### config.mk
export PLATFORM = sky130hd
export DESIGN_NAME = uart_rx_serial
export DESIGN_NICKNAME = d
export VERILOG_FILES = /design/src/rtl/uart_defs.sv /design/src/rtl/sync_2ff.sv /design/src/rtl/uart_rx_serial.sv
export SDC_FILE = /design/constraint.sdc
export NUM_CORES = 1
export LEC_CHECK = 0
export CELL_PAD_IN_SITES_DETAIL_PLACEMENT = 2
export CELL_PAD_IN_SITES_GLOBAL_PLACEMENT = 2
export CORE_MARGIN = 2
export CORE_UTILIZATION = 39
export CTS_CLUSTER_SIZE = 20
export DETAILED_ROUTE_END_ITERATION = 7
export HOLD_SLACK_MARGIN = 0.03
export PLACE_DENSITY_LB_ADDON = 0.3
export SYNTH_ARGS = -nofsm -noshare
export SYNTH_HDL_FRONTEND = slang
export SYNTH_SLANG_ARGS = --single-unit
### constraint.sdc
create_clock -name clk2 -period 2.6 [get_ports clk2]
set_clock_uncertainty 0.1 [all_clocks]
set_input_delay 0.65 -clock clk2 [delete_from_list [all_inputs] [get_ports clk2]]
set_output_delay 0.65 -clock clk2 [all_outputs]
set_load 0.02 [all_outputs]
### src/rtl/uart_defs.sv
// Shared UART definitions: FSM state encoding and parity mode codes.
// Used by both the transmitter and the serial receiver.
package uart_defs;

  typedef enum logic [2:0] {
    ST_IDLE   = 3'd0,
    ST_START  = 3'd1,
    ST_DATA   = 3'd2,
    ST_PARITY = 3'd3,
    ST_STOP   = 3'd4
  } uart_state_e;

  localparam logic PARITY_EVEN = 1'b0;
  localparam logic PARITY_ODD  = 1'b1;

  function automatic logic [7:0] data_mask(input int len);
    logic [7:0] m;
    m = '0;
    for (int i = 0; i < 8; i++) begin
      if (i < len) m[i] = 1'b1;
    end
    return m;
  endfunction

endpackage

### src/rtl/sync_2ff.sv
// Two-flop synchronizer for a 1-bit async input.
// Resets to 1 so an idle-high line never looks like an edge.
`timescale 1ns/1ps
module sync_2ff (
  input  logic clk,
  input  logic rst_n,
  input  logic d,
  output logic q
);

  logic meta_q;
  logic sync_q;

  always_ff @(posedge clk or negedge rst_n) begin
    if (!rst_n) begin
      meta_q <= 1'b1;
      sync_q <= 1'b1;
    end else begin
      meta_q <= d;
      sync_q <= meta_q;
    end
  end

  assign q = sync_q;

endmodule

### src/rtl/uart_rx_serial.sv
// Oversampling UART receiver: recovers frames from an async line
// with only the local clock; mid-bit sampling from the start edge.
`timescale 1ns/1ps
module uart_rx_serial
  import uart_defs::*;
#(
  parameter int Data_length  = 8,
  parameter bit parity_en    = 1'b0,
  parameter int CLKS_PER_BIT = 16
) (
  input  logic       clk2,
  input  logic       rst,
  input  logic       serialdata_in,
  input  logic       parity_type,
  output logic [7:0] parallel_dataout,
  output logic       rx_done,
  output logic       parity_error,
  output logic       framing_error,
  output logic       busy
);

  localparam int CW = $clog2(CLKS_PER_BIT);
  localparam logic [CW-1:0] CNT_MAX  = CW'(CLKS_PER_BIT - 1);
  localparam logic [CW-1:0] CNT_HALF = CW'(CLKS_PER_BIT / 2 - 1);
  localparam logic [2:0]    IDX_LAST = 3'(Data_length - 1);
  localparam logic [7:0]    DMASK    = data_mask(Data_length);

  logic rx_s;
  logic rx_q;

  uart_state_e state_q, state_d;
  logic [CW-1:0] cnt_q, cnt_d;
  logic [2:0]    idx_q, idx_d;
  logic [7:0]    sh_q, sh_d;
  logic          perr_q, perr_d;
  logic [7:0]    dout_q, dout_d;
  logic          done_q, done_d;
  logic          perr_o_q, perr_o_d;
  logic          ferr_q, ferr_d;

  sync_2ff u_sync (
    .clk   (clk2),
    .rst_n (rst),
    .d     (serialdata_in),
    .q     (rx_s)
  );

  always_ff @(posedge clk2 or negedge rst) begin
    if (!rst) begin
      rx_q     <= 1'b1;
      state_q  <= ST_IDLE;
      cnt_q    <= '0;
      idx_q    <= '0;
      sh_q     <= '0;
      perr_q   <= 1'b0;
      dout_q   <= '0;
      done_q   <= 1'b0;
      perr_o_q <= 1'b0;
      ferr_q   <= 1'b0;
    end else begin
      rx_q     <= rx_s;
      state_q  <= state_d;
      cnt_q    <= cnt_d;
      idx_q    <= idx_d;
      sh_q     <= sh_d;
      perr_q   <= perr_d;
      dout_q   <= dout_d;
      done_q   <= done_d;
      perr_o_q <= perr_o_d;
      ferr_q   <= ferr_d;
    end
  end

  always_comb begin
    state_d  = state_q;
    cnt_d    = cnt_q;
    idx_d    = idx_q;
    sh_d     = sh_q;
    perr_d   = perr_q;
    dout_d   = dout_q;
    done_d   = 1'b0;
    perr_o_d = perr_o_q;
    ferr_d   = ferr_q;
    unique case (state_q)
      ST_IDLE: begin
        if (rx_q && !rx_s) begin
          state_d = ST_START;
          cnt_d   = '0;
        end
      end
      ST_START: begin
        if (cnt_q == CNT_HALF) begin
          cnt_d = '0;
          // Line back high at mid-start means a glitch, not a frame
          if (!rx_s) begin
            state_d = ST_DATA;
            idx_d   = '0;
            sh_d    = '0;
            perr_d  = 1'b0;
          end else begin
            state_d = ST_IDLE;
          end
        end else begin
          cnt_d = cnt_q + CW'(1);
        end
      end
      ST_DATA: begin
        if (cnt_q == CNT_MAX) begin
          cnt_d       = '0;
          sh_d[idx_q] = rx_s;
          if (idx_q == IDX_LAST) begin
            state_d = parity_en ? ST_PARITY : ST_STOP;
          end else begin
            idx_d = idx_q + 3'd1;
          end
        end else begin
          cnt_d = cnt_q + CW'(1);
        end
      end
      ST_PARITY: begin
        if (cnt_q == CNT_MAX) begin
          cnt_d   = '0;
          perr_d  = ((^(sh_q & DMASK)) ^ rx_s) != parity_type;
          state_d = ST_STOP;
        end else begin
          cnt_d = cnt_q + CW'(1);
        end
      end
      ST_STOP: begin
        if (cnt_q == CNT_MAX) begin
          cnt_d    = '0;
          state_d  = ST_IDLE;
          done_d   = 1'b1;
          dout_d   = sh_q & DMASK;
          perr_o_d = parity_en && perr_q;
          ferr_d   = ~rx_s;
        end else begin
          cnt_d = cnt_q + CW'(1);
        end
      end
      default: state_d = ST_IDLE;
    endcase
  end

  assign parallel_dataout = dout_q;
  assign rx_done          = done_q;
  assign parity_error     = perr_o_q;
  assign framing_error    = ferr_q;
  assign busy             = (state_q != ST_IDLE);

endmodule

==> run summary <==
PD cells: 844 nW/um2
Longest Clk Path Bufs: 2
Post-synth EDFFs: 0
routability cong.: 0.745
antenna violations before repair: 0
Area Overhead vs Synth: 16.9%
Synth Area in Compound Gates: 17.5%
Yosys Warn Count: 0
status: finished, final reports clean
port bufs: 13
Root Driver: clkbuf_8
Nets: 162
post-synthesis mux area share: 9.51%
Initial DRT Pass Iterations: 4
fraction of synthesized cell area in xor and xnor cells: 0%
Clock Latency Late Sink: 0.28 ns
crit path capture type: output pin
Avg WL per Cell: 18.9 um
Post-Synthesis Net Count: 148
Fin. Hold Viols: 0
layout cells sized above 1: 16.7%
Psw: 0.550 mW
register bit total from synthesis: 31
min-delay worst type: reg -> reg
post-route ant nets: 0
CORE AREA: 3690 um2
Max Cap Viol: 0
Critical Path RT: 1.85 ns
Post-Synth Adder-Cell Area: 2.50%
main combinational cell family by area after synthesis: compound AO/OA/AOI/OAI gates
Synth Cell Area: 1500 um2
Tmin final: 2.47 ns
largest net degree at the start of global routing: 32
ys flop type: dfrtp_1
Setup TNS Final: 0 ns
dpl hpwl: 2690 um
WP data arrival: 1.72 ns
Horiz. Die Dim: 66.0 um
Die Y: 66.0 um
Int Pwr: 0.930 mW
# clock sinks: 31
Inserted Clock Buffers: 5
Avg Synthesized Cell Area: 10.6 um2
clock tree from TritonCTS: yes
number of I/O pins: 16
Clk pin slew, worst setup/hold paths: 0.06 ns
peak supply drop: 0.000488 V
RSZ-0062 raised after global routing: false
initial core utilization: 40.7%
drt drc: 0
first-pass GRT wire length: 6540 um
Pleak: 0.767 nW
post-CTS resize count: 0
setup slack, reg-to-reg: 0.56 ns
cts hold-fix bufs: 0
Fillers: 394
gr ovfl total: 0
Die Area: 4360 um2
area of the multi-input gates: 669 um2
commonest non-fill, non-tap cell in the layout: dfrtp_1
R2R cell count: 4
GRT Total Usage: 20.6%
hold_ws: 0.256 ns
CTS HTree Levels: 2
Setup CP Type: reg -> out
headroom to the max-slew limit: 59.9%
sequential fraction of the synthesis area: 52.0%
most frequent cells in the layout: 28 x dfrtp_1, 13 x clkdlybuf4s50_1, 12 x o21ai_0, 10 x mux2_2, 9 x nor2_1
vias in the first global route: 1253
simple-gate share of the synthesized area: 14.8%
WHS Path Cells: 0
crit path max fanout: 12
fin crit share: 94.9%
clock network fraction of total power: 24.4%
Register Area: 779 um2
Routed Wire Length: 3860 um
Async SR Flop Fraction: 100%
diode count: 0
initial drt markers: 41
Switching Fraction: 37.2%
Startpoint Class: flip-flop
Logic pwr share: 28.7%
FP Rows: 22
via count: 1137
Via density: 5.57
Finish-stage setup viols: 0
Yosys cell types: 40
sequential fraction of design power: 46.9%
highest clock rate: 405 MHz
postcts setup bufs: 0
Synth Instances: 141
Slew @ Worst Pin: 0.600 ns
fin. max-slew vios: 0
[flip-flops by register name, indices dropped and copies added, names as in the netlist]
name and cells:
cnt_q 4, framing_error 1, u_sync.meta_q 1, state_q 3, sh_q 8, rx_q 1
parallel_dataout 8, u_sync.q 1, rx_done 1, idx_q 3
[synth_stat cells, drive strengths merged (3+ instances only)]
master	instances	area share, %
mux2	10	7.5
nand3	4	1.3
ha	3	2.5
a22o	5	2.9
nand2	4	1.0
o21ai	20	6.7
buf	3	1.2
clkbuf	6	1.5
inv	3	0.75
dfstp	3	5.3
nor2	10	2.7
nand2b	4	1.7
dfrtp	28	47
a21oi	7	2.3
mux2i	3	2.0
[cell type report]
cell class | count | area share [%]
repair buffers | 16 | 8.70
clock buffers | 7 | 4.35
well taps | 48 | 3.42
multi-input cells | 98 | 38.2
flip-flops and latches | 31 | 44.4
clock inverters | 1 | 0.285
inverters | 3 | 0.642
[worst max-delay path, stage by stage, from the launching register on]
cell	delay (ns)
dfrtp_1	0.50
or3_1	0.39
clkdlybuf4s50_1	0.55
[power by group through the flow]
stage / Sequential, mW / Combinational (mW) / Clock (mW)
floorplan: 0.619 / 0.362 / 0
global placement: 0.689 / 0.382 / 0
detailed placement: 0.700 / 0.420 / 0
CTS: 0.693 / 0.428 / 0.375
global route: 0.711 / 0.486 / 0.392
finish: 0.694 / 0.425 / 0.362
[cell families (layout without fill, tap and decap cells)]
| logic type | count (synthesis) | after routing |
|---|---|---|
| compound gates | 42 | 42 |
| fa+ha+maj | 3 | 3 |
| buf+inv | 12 | 27 |
| flops | 31 | 31 |
| mux | 13 | 13 |
| other cells | 1 | 1 |
| simple gates | 39 | 39 |
[layer usage]
metal | up-vias | GRT usage [%] | part of all wire, %
met5 | - | 0 | 0
met2 | 14 | 33.2 | 49
met1 | 583 | 27.4 | 47
li1 | 536 | - | -
met4 | 0 | 7.65 | 1.2
met3 | 4 | 4.09 | 2.4
[metrics by stage]
stage	setup slack (ns)	area, um2	utilization, %	std cells	power (mW)
finish	0.133	1750	47.6	204	1.48
global placement	0.463	1670	45.4	196	1.07
detailed placement	0.438	1670	45.4	196	1.12
CTS	0.116	1750	47.6	204	1.50
global route	0.0582	1750	47.6	204	1.59
floorplan	0.843	1500	-	141	0.982
[final timing paths]
path,from,end
setup reg to reg,cnt_q[1]$_DFFE_PN0P_,parallel_dataout[3]$_DFFE_PN0P_
min in group asynchronous,rst,sh_q[4]$_DFFE_PN0P_
max in group asynchronous,rst,rx_q$_DFF_PN1_
hold / removal,u_sync.meta_q$_DFF_PN1_,u_sync.q$_DFF_PN1_
setup / recovery,state_q[0]$_DFFE_PN0P_,busy
hold reg to reg,u_sync.meta_q$_DFF_PN1_,u_sync.q$_DFF_PN1_
(Power assumes the default switching activity.)
